<file path="config.mk">
export PLATFORM = sky130hd
export DESIGN_NAME = sm_tc_pipe
export DESIGN_NICKNAME = d
export VERILOG_FILES = /design/src/rtl/ldpc_fmt_pkg.sv /design/src/rtl/sm_tc_conv.sv /design/src/rtl/sm_tc_pipe.sv
export SDC_FILE = /design/constraint.sdc
export NUM_CORES = 1
export LEC_CHECK = 0
export ABC_CLOCK_PERIOD_IN_PS = 2360
export BUFFER_PORTS_ARGS = -buffer_cell sky130_fd_sc_hd__buf_4
export CORE_UTILIZATION = 30
export CTS_BUF_LIST = sky130_fd_sc_hd__clkbuf_16
export DETAILED_ROUTE_END_ITERATION = 6
export PLACE_DENSITY = 0.59
export SLEW_MARGIN = 25
export SYNTH_ARGS = -nofsm -noshare
export SYNTH_HDL_FRONTEND = slang
export SYNTH_SLANG_ARGS = --single-unit
</file>
<file path="constraint.sdc">
create_clock -name clk -period 2.36 [get_ports clk]
set_clock_uncertainty 0.1 [all_clocks]
set_input_delay 0.118 -clock clk [delete_from_list [all_inputs] [get_ports clk]]
set_output_delay 0.118 -clock clk [all_outputs]
set_load 0.1 [all_outputs]
</file>
<file path="src/rtl/ldpc_fmt_pkg.sv">
// Shared format definitions for the sign-magnitude / two's-complement converters.
package ldpc_fmt_pkg;

  localparam logic MODE_SM2TC = 1'b0;
  localparam logic MODE_TC2SM = 1'b1;

  // Most-negative two's-complement pattern (1 followed by zeros) for width w.
  function automatic logic [31:0] most_neg(input int w);
    return 32'(1) << (w - 1);
  endfunction

endpackage

</file>
<file path="src/rtl/sm_tc_conv.sv">
// One-channel combinational converter between sign-magnitude and two's complement.
module sm_tc_conv
  import ldpc_fmt_pkg::*;
#(
  parameter int DATA_WIDTH = 5
) (
  input  logic [DATA_WIDTH-1:0] din,
  input  logic                  mode,
  output logic [DATA_WIDTH-1:0] dout,
  output logic                  sat
);

  localparam logic [DATA_WIDTH-1:0] MN = DATA_WIDTH'(most_neg(DATA_WIDTH));

  logic [DATA_WIDTH-1:0] neg_tc;
  logic [DATA_WIDTH-1:0] neg_sm;

  assign neg_tc = -din;
  assign neg_sm = -{1'b0, din[DATA_WIDTH-2:0]};

  always_comb begin
    dout = din;
    sat  = 1'b0;
    if (din[DATA_WIDTH-1]) begin
      if (mode == MODE_SM2TC) begin
        // Negative zero falls out naturally: -0 == 0.
        dout = neg_sm;
      end else if (din == MN) begin
        dout = '1;
        sat  = 1'b1;
      end else begin
        // Magnitude of a non-most-negative value never reaches the sign bit.
        dout = neg_tc | MN;
      end
    end
  end

endmodule

</file>
<file path="src/rtl/sm_tc_pipe.sv">
// Per-channel format conversion behind a two-entry skid buffer, with a clamping
// counter of saturated channels delivered downstream.
module sm_tc_pipe
  import ldpc_fmt_pkg::*;
#(
  parameter int DATA_WIDTH = 5,
  parameter int NUM_CH     = 4,
  parameter int CNT_WIDTH  = 16
) (
  input  logic                         clk,
  input  logic                         rst,
  input  logic                         in_valid,
  output logic                         in_ready,
  input  logic                         in_mode,
  input  logic [NUM_CH*DATA_WIDTH-1:0] in_data,
  output logic                         out_valid,
  input  logic                         out_ready,
  output logic [NUM_CH*DATA_WIDTH-1:0] out_data,
  output logic [NUM_CH-1:0]            out_sat,
  output logic [CNT_WIDTH-1:0]         sat_count,
  input  logic                         clr_count
);

  localparam int WW  = NUM_CH * DATA_WIDTH;
  localparam int PCW = $clog2(NUM_CH + 1);
  localparam int SW  = CNT_WIDTH + PCW;
  localparam logic [CNT_WIDTH-1:0] CNT_MAX = '1;

  logic [WW-1:0]        conv_data;
  logic [NUM_CH-1:0]    conv_sat;

  logic                 main_vld_q, main_vld_d;
  logic [WW-1:0]        main_data_q, main_data_d;
  logic [NUM_CH-1:0]    main_sat_q, main_sat_d;
  logic                 skid_vld_q, skid_vld_d;
  logic [WW-1:0]        skid_data_q, skid_data_d;
  logic [NUM_CH-1:0]    skid_sat_q, skid_sat_d;
  logic                 in_ready_q, in_ready_d;
  logic [CNT_WIDTH-1:0] sat_count_q, sat_count_d;

  logic                 in_fire, out_fire;
  logic [PCW-1:0]       sat_pop;
  logic [SW-1:0]        sat_sum;

  for (genvar k = 0; k < NUM_CH; k++) begin : g_conv
    sm_tc_conv #(.DATA_WIDTH(DATA_WIDTH)) u_conv (
      .din  (in_data[k*DATA_WIDTH +: DATA_WIDTH]),
      .mode (in_mode),
      .dout (conv_data[k*DATA_WIDTH +: DATA_WIDTH]),
      .sat  (conv_sat[k])
    );
  end

  assign in_fire  = in_valid & in_ready_q;
  assign out_fire = main_vld_q & out_ready;

  always_comb begin
    sat_pop = '0;
    for (int k = 0; k < NUM_CH; k++) sat_pop = sat_pop + PCW'(main_sat_q[k]);
  end

  assign sat_sum = SW'(sat_count_q) + SW'(sat_pop);

  always_comb begin
    main_vld_d  = main_vld_q;
    main_data_d = main_data_q;
    main_sat_d  = main_sat_q;
    skid_vld_d  = skid_vld_q;
    skid_data_d = skid_data_q;
    skid_sat_d  = skid_sat_q;
    sat_count_d = sat_count_q;

    if (!main_vld_q || out_fire) begin
      // Main slot frees up: older skid word goes first; in_ready is low then.
      if (skid_vld_q) begin
        main_vld_d  = 1'b1;
        main_data_d = skid_data_q;
        main_sat_d  = skid_sat_q;
        skid_vld_d  = 1'b0;
      end else begin
        main_vld_d = in_fire;
        if (in_fire) begin
          main_data_d = conv_data;
          main_sat_d  = conv_sat;
        end
      end
    end else if (in_fire) begin
      skid_vld_d  = 1'b1;
      skid_data_d = conv_data;
      skid_sat_d  = conv_sat;
    end

    in_ready_d = ~skid_vld_d;

    if (clr_count) begin
      sat_count_d = '0;
    end else if (out_fire) begin
      sat_count_d = (sat_sum > SW'(CNT_MAX)) ? CNT_MAX : sat_sum[CNT_WIDTH-1:0];
    end
  end

  always_ff @(posedge clk) begin
    if (rst) begin
      main_vld_q  <= 1'b0;
      main_data_q <= '0;
      main_sat_q  <= '0;
      skid_vld_q  <= 1'b0;
      skid_data_q <= '0;
      skid_sat_q  <= '0;
      in_ready_q  <= 1'b0;
      sat_count_q <= '0;
    end else begin
      main_vld_q  <= main_vld_d;
      main_data_q <= main_data_d;
      main_sat_q  <= main_sat_d;
      skid_vld_q  <= skid_vld_d;
      skid_data_q <= skid_data_d;
      skid_sat_q  <= skid_sat_d;
      in_ready_q  <= in_ready_d;
      sat_count_q <= sat_count_d;
    end
  end

  assign in_ready  = in_ready_q;
  assign out_valid = main_vld_q;
  assign out_data  = main_data_q;
  assign out_sat   = main_sat_q;
  assign sat_count = sat_count_q;

endmodule

</file>
* Word level (Yosys, flattened, before mapping)
Index checks and enable logic that the tools add are counted.
W data, S select, Z words.
** Operators by class
- Order comparisons :: 1
- Bitwise operators :: 4
- $add $sub $neg :: 12
- Muxes and demuxes :: 32
- Reductions and logical operators :: 6
- Eq/ne operators :: 4
** Operators by type and width (count)
- $mux W20 :: 2
- $mux W5 :: 8
- $mux W4 :: 6
- $eq A5 B5 Y1 const B :: 4
- $neg A4 Y5 :: 4
- $add A16 B3 Y17 :: 1
- $gt A17 B16 Y1 const B :: 1
- $mux W16 :: 1
- $neg A4 Y4 :: 4
- $mux W1 :: 15
- $reduce_and A2 Y1 :: 2
- $add A2 B1 Y3 :: 1
- $add A3 B1 Y3 :: 1
- $add A1 B1 Y2 :: 1
- $and A1 B1 Y1 :: 2
- $not A1 Y1 :: 2
- $reduce_bool A2 Y1 :: 1
- $reduce_or A2 Y1 :: 1
- $logic_not A1 Y1 :: 1
- $logic_or A1 B1 Y1 :: 1
** Word-level totals
- Word-level logic and storage cells :: 67
- Input bits :: 26
- Output and inout port bits :: 42
- Register bits :: 67

* Longest topological paths before layout
- Depth after elaboration :: 6
- Depth in mapped cells :: 10
- Gate-level depth less buffers :: 9

* Cells and area by module
From an unflattened synthesis, not the netlist that was laid out.
** Second synthesis, totals
- Cells, all modules :: 388
- Area total of the unflattened synthesis :: 3305.7 sq um
** Modules (own cells, without submodules)
- sm_tc_pipe :: sequential area each 1341.3 sq um, area an instance 2885.3 sq um, cells each 320, instances 1
- sm_tc_conv :: sequential area each 0.0 sq um, area an instance 105.1 sq um, cells each 17, instances 4

* Least setup slack after synthesis
Ideal clock, no wire load.
- Path type :: register to register
- From :: register main_sat_q[1], in the netlist out_sat[1]
- To :: register sat_count_q[11], in the netlist sat_count[11]
- Setup slack :: -0.827 ns
- Clock period less this slack :: 3.187 ns
- Stages on the path, launching flop included :: 11
- Data required time :: 2.123 ns
- Arrival :: 2.950 ns
- Library setup time :: 0.137 ns
- Buffers on the path :: 1
- Cell sequence :: dfxtp_1 -> fa_1 -> inv_1 -> fa_1 -> inv_1 -> fa_1 -> nand4_1 -> nor3_1 -> nand2_1 -> clkbuf_1 -> a31oi_1
** On the way
- Word-level cells in the longest chain between the ends :: 6
** Ends and longest elaborated chain
- start, declared :: line sm_tc_pipe.sv:34 : logic [NUM_CH-1:0] main_sat_q, main_sat_d;
- start signal, assigned :: line sm_tc_pipe.sv:115 : main_sat_q <= main_sat_d;
- $add A1 B1 Y2 * :: line sm_tc_pipe.sv:59 : for (int k = 0; k < NUM_CH; k++) sat_pop = sat_pop + PCW'(main_sat_q[k]);
- $add A2 B1 Y3 * :: line sm_tc_pipe.sv:59
- $add A3 B1 Y3 * :: line sm_tc_pipe.sv:59
- $add A16 B3 Y17 * :: line sm_tc_pipe.sv:62 : assign sat_sum = SW'(sat_count_q) + SW'(sat_pop);
- $gt A17 B16 Y1 :: line sm_tc_pipe.sv:98 : sat_count_d = (sat_sum > SW'(CNT_MAX)) ? CNT_MAX : sat_sum[CNT_WIDTH-1:0];
- $mux W16 * :: line sm_tc_pipe.sv:98
- end signal, assigned :: line sm_tc_pipe.sv:120 : sat_count_q <= sat_count_d;
- end, declared :: line sm_tc_pipe.sv:39 : logic [CNT_WIDTH-1:0] sat_count_q, sat_count_d;
Every way passes the cells marked *; elsewhere a longest branch is shown, timed or not.
A chain may end at the register's enable or synchronous reset.

* Final worst setup path
- From :: register main_sat_q[1], in the netlist out_sat[1]
- To :: register sat_count_q[13], in the netlist sat_count[13]
The elaborated chain is that of the path after synthesis.

==> run summary <==
The run finished, with violations left. The checks that failed: negative setup slack. The achievable frequency came out at 385 MHz.

The tools report the antenna diode count as 0. The remaining max-slew budget at the tightest pin was 0.639. The worst hold path belongs to the class in -> reg. Compared with the post-synthesis result, the final layout area differs by 36.2%.

The total nets after synthesis was 434; the total area of multi-input combinational cells was 1870 µm². The number of setup violations in the final report came out at 16. The effective utilization at floorplan is 0.315, and the power per cell area is 726 nW/µm². Number of global-route vias before repair: 3051.

The worst path in the final design needs a cycle of 2.60 ns, including I/O delays and setup. In the final routed layout, each cell accounts on average for 14.4 µm. The final net count came out at 511. TritonCTS built the clock tree. At the worst endpoint, the arrival time is 2.75 ns. For this block, the routed nets add up to 8920 µm of wire. The tools report the static power due to leakage as 1.71 nW. The number of fill cells in the layout came out at 1050. After global routing the overflow that remains totals 0.

The worst setup path is captured at a register. The tools report the count of final max-slew check failures as 0. Counting flops and latches in the post-synthesis netlist gives 67. The run gives 0 as the count of unresolved DRC violations after routing. The worst-case IR drop observed on VDD is 0.384 mV. For the via total after detailed routing, the log shows 3162. The die is 107 µm wide. The share of flip-flops with an asynchronous set or reset after synthesis was 0; the wire length of the first global-routing pass was 14900 µm.

The total global-route track usage came out at 0.163. Category of the most critical setup path: reg -> reg. The I/O pin count was 68; the count of flip-flops with a built-in enable after synthesis was 0.

The share of the synthesized area in the top cell type is 0.405. For the worst-skew pair, the clock arrives at the later sink with an insertion delay of 0.33 ns. For this run, the leading register cell type out of synthesis is sky130_fd_sc_hd__dfxtp_1. For the worst setup slack after layout, the log shows -0.237 ns. The highest metal layer carrying signal wires in the routed design is met4. For the post-synthesis instance area, the log shows 3310 µm². For the number of endpoints with negative hold slack in the final report, the log shows 0.

In the routed layout, each cell is associated on average with a via count of 5.12. The number of port buffers was 67; the layout cell share with drive strength beyond 1 was 0.272. The run gives 54 as the pin count of the biggest net entering global routing. Total clock buffers created by CTS: 9.

The tools report the final instance count without filler cells as 618. Length of routed met2 wiring: 4260 µm. The logs give 4 for the number of iterations in the first detailed-routing pass and 0 for the residual antenna-violating net count after detailed routing. The die covers 11500 µm².

Number of DRC violations after detailed-routing iteration 0: 153. Counting along the longest clock path gives a buffer depth of 2. The tool flagged a number of max-cap violations equal to 0. The total met3 wirelength after detailed routing is 470 µm. The run gives 0.429 as the share of the core filled with cells. The cell sitting at the root of the clock tree is a sky130_fd_sc_hd__clkbuf_16. During synthesis, Yosys emitted a total of 0 warnings. The clock transition at the registers of the reported paths is 0.06 ns. Of all cell types, the one taking the most synthesized area is sky130_fd_sc_hd__dfxtp_1. STA puts the critical path data required time at 2.51 ns. The core region is 10500 µm².

The highest fanout seen on the critical path is 2, and the portion of the clock cycle consumed by the worst path in the final layout is 1.10. Startpoint type of the worst setup path: a register. The tools report the TritonCTS sink count as 67. For the detailed placement HPWL, the log shows 6160 µm. The average cell area after synthesis was 8.28 µm²; the worst slack at placement was -0.189 ns. By area the synthesized netlist is led by sky130_fd_sc_hd__dfxtp_1, sky130_fd_sc_hd__nor3_1, sky130_fd_sc_hd__a21oi_1, sky130_fd_sc_hd__nor2_1, sky130_fd_sc_hd__nand2_1. Synthesis produced 400 cells.

The tools report the sequential fraction of the synthesis area as 0.405. Setup repair after global routing could not meet its margin everywhere. After detailed placement, the design holds a cell count of 596.

The sequential cell area in the final layout was 1360 µm². Routability-driven placement finished with a final weighted congestion of 0.769. In the final timing run, aggregate negative setup slack is -2.78 ns. The H-tree was split into 3 levels.

The vertical extent of the die is 107 µm, and the standard-cell row count is 37. The initial antenna violation count is 0. At the pin with the least slew margin, the transition time is 0.541 ns. The logs give 40 for the number of distinct library cell variants in the gate-level netlist after synthesis and 4060 µm for the routed length on met1.
## cell usage after synthesis (5+ instances only)
cell type / count
sky130_fd_sc_hd__nand2_1: 35
sky130_fd_sc_hd__nand3_1: 7
sky130_fd_sc_hd__o31ai_1: 12
sky130_fd_sc_hd__nor3_1: 42
sky130_fd_sc_hd__a31oi_1: 5
sky130_fd_sc_hd__nand2b_1: 20
sky130_fd_sc_hd__dfxtp_1: 67
sky130_fd_sc_hd__a21oi_1: 31
sky130_fd_sc_hd__inv_1: 14
sky130_fd_sc_hd__nor2b_1: 6
sky130_fd_sc_hd__o311ai_0: 8
sky130_fd_sc_hd__nand3b_1: 8
sky130_fd_sc_hd__o21ai_0: 15
sky130_fd_sc_hd__nor2_1: 36
sky130_fd_sc_hd__ha_1: 5
sky130_fd_sc_hd__xnor2_1: 10
sky130_fd_sc_hd__a2111oi_0: 8
sky130_fd_sc_hd__clkbuf_1: 18
## power by group
part,internal (mW),switching (mW)
clock network,1.09,0.503
registers,1.16,0.0196
logic,0.142,0.350
## timing repair
action	CTS	global route
gates cloned	0	0
setup buffers	2	1
setup endpoints to repair	16	16
pin swaps	6	3
resized for setup	8	3
hold buffers	3	0
hold endpoints to repair	3	0
## final cells by class
type | instances | share of cell area
flip-flops and latches | 67 | 0.300
repair buffers | 89 | 0.155
clock buffers | 10 | 0.0555
multi-input cells | 296 | 0.415
clock inverters | 6 | 0.0244
well taps | 136 | 0.0377
inverters | 14 | 0.0117
## state kept, by name, indices dropped and copies added (netlist names)
| signal | count |
|---|---|
| out_data | 20 |
| skid_data_q | 20 |
| sat_count | 16 |
| out_sat | 4 |
| skid_sat_q | 4 |
| in_ready | 1 |
| out_valid | 1 |
| skid_vld_q | 1 |
## worst max-delay path, stage by stage, from the launching register on
cell and delay, ns:
sky130_fd_sc_hd__dfxtp_4 0.34, sky130_fd_sc_hd__fa_1 0.53, sky130_fd_sc_hd__inv_1 0.05, sky130_fd_sc_hd__fa_2 0.35, sky130_fd_sc_hd__buf_4 0.14, sky130_fd_sc_hd__buf_4 0.13, sky130_fd_sc_hd__nor2b_4 0.14, sky130_fd_sc_hd__o211ai_4 0.09
sky130_fd_sc_hd__or4b_1 0.51, sky130_fd_sc_hd__a31oi_1 0.15
## layout by cell type (no fill, tap or decap), drive strengths merged, types with 10 or more instances in the layout
master | netlist | routed
o21ai | 15 | 15
nand2b | 20 | 20
nand2 | 35 | 35
nor2 | 40 | 40
inv | 14 | 14
o31ai | 12 | 12
xnor2 | 10 | 10
nor3 | 42 | 42
dfxtp | 67 | 67
a21oi | 31 | 31
clkbuf | 18 | 10
buf | 5 | 86
## cell families after synthesis
kind of cell,Yosys count,synth area share
AOI/OAI and AO/OA,91,0.184
xor gates and xnor gates,13,0.0344
adders and majority gates,8,0.0370
buffers and inverters,37,0.0446
DFF,67,0.405
muxes,2,0.00604
and+or+nand+nor,182,0.289
## final timing paths
check	slack, ns	to	depth (start not counted)	start
worst max-delay path	-0.24	sat_count[13]$_SDFFE_PP0P_	9	out_sat[1]$_SDFFE_PP0P_
worst min-delay path	0.009	skid_data_q[15]$_SDFFE_PP0P_	3	in_data[15]
worst max register to register	-0.24	sat_count[13]$_SDFFE_PP0P_	9	out_sat[1]$_SDFFE_PP0P_
worst min register to register	0.36	out_data[8]$_SDFFE_PP0P_	2	out_data[8]$_SDFFE_PP0P_
## metal layers
metal	global-route usage	vias to the layer above
met1	0.207	1489
met3	0.0419	11
met2	0.273	68
met5	0	-
li1	-	1594
met4	0.0460	0
## per-stage QoR
| step | hold slack, ns | instance area [µm²] | total power, mW |
|---|---|---|---|
| after floorplan | 0.194 | 3350 | 1.55 |
| after global placement | 0.317 | 4050 | 1.69 |
| after detailed placement | 0.331 | 4050 | 1.69 |
| after CTS | 0.000712 | 4490 | 3.30 |
| after global routing | 0.0450 | 4510 | 3.38 |
| final | 0.00913 | 4510 | 3.27 |
(Power assumes the default switching activity.)
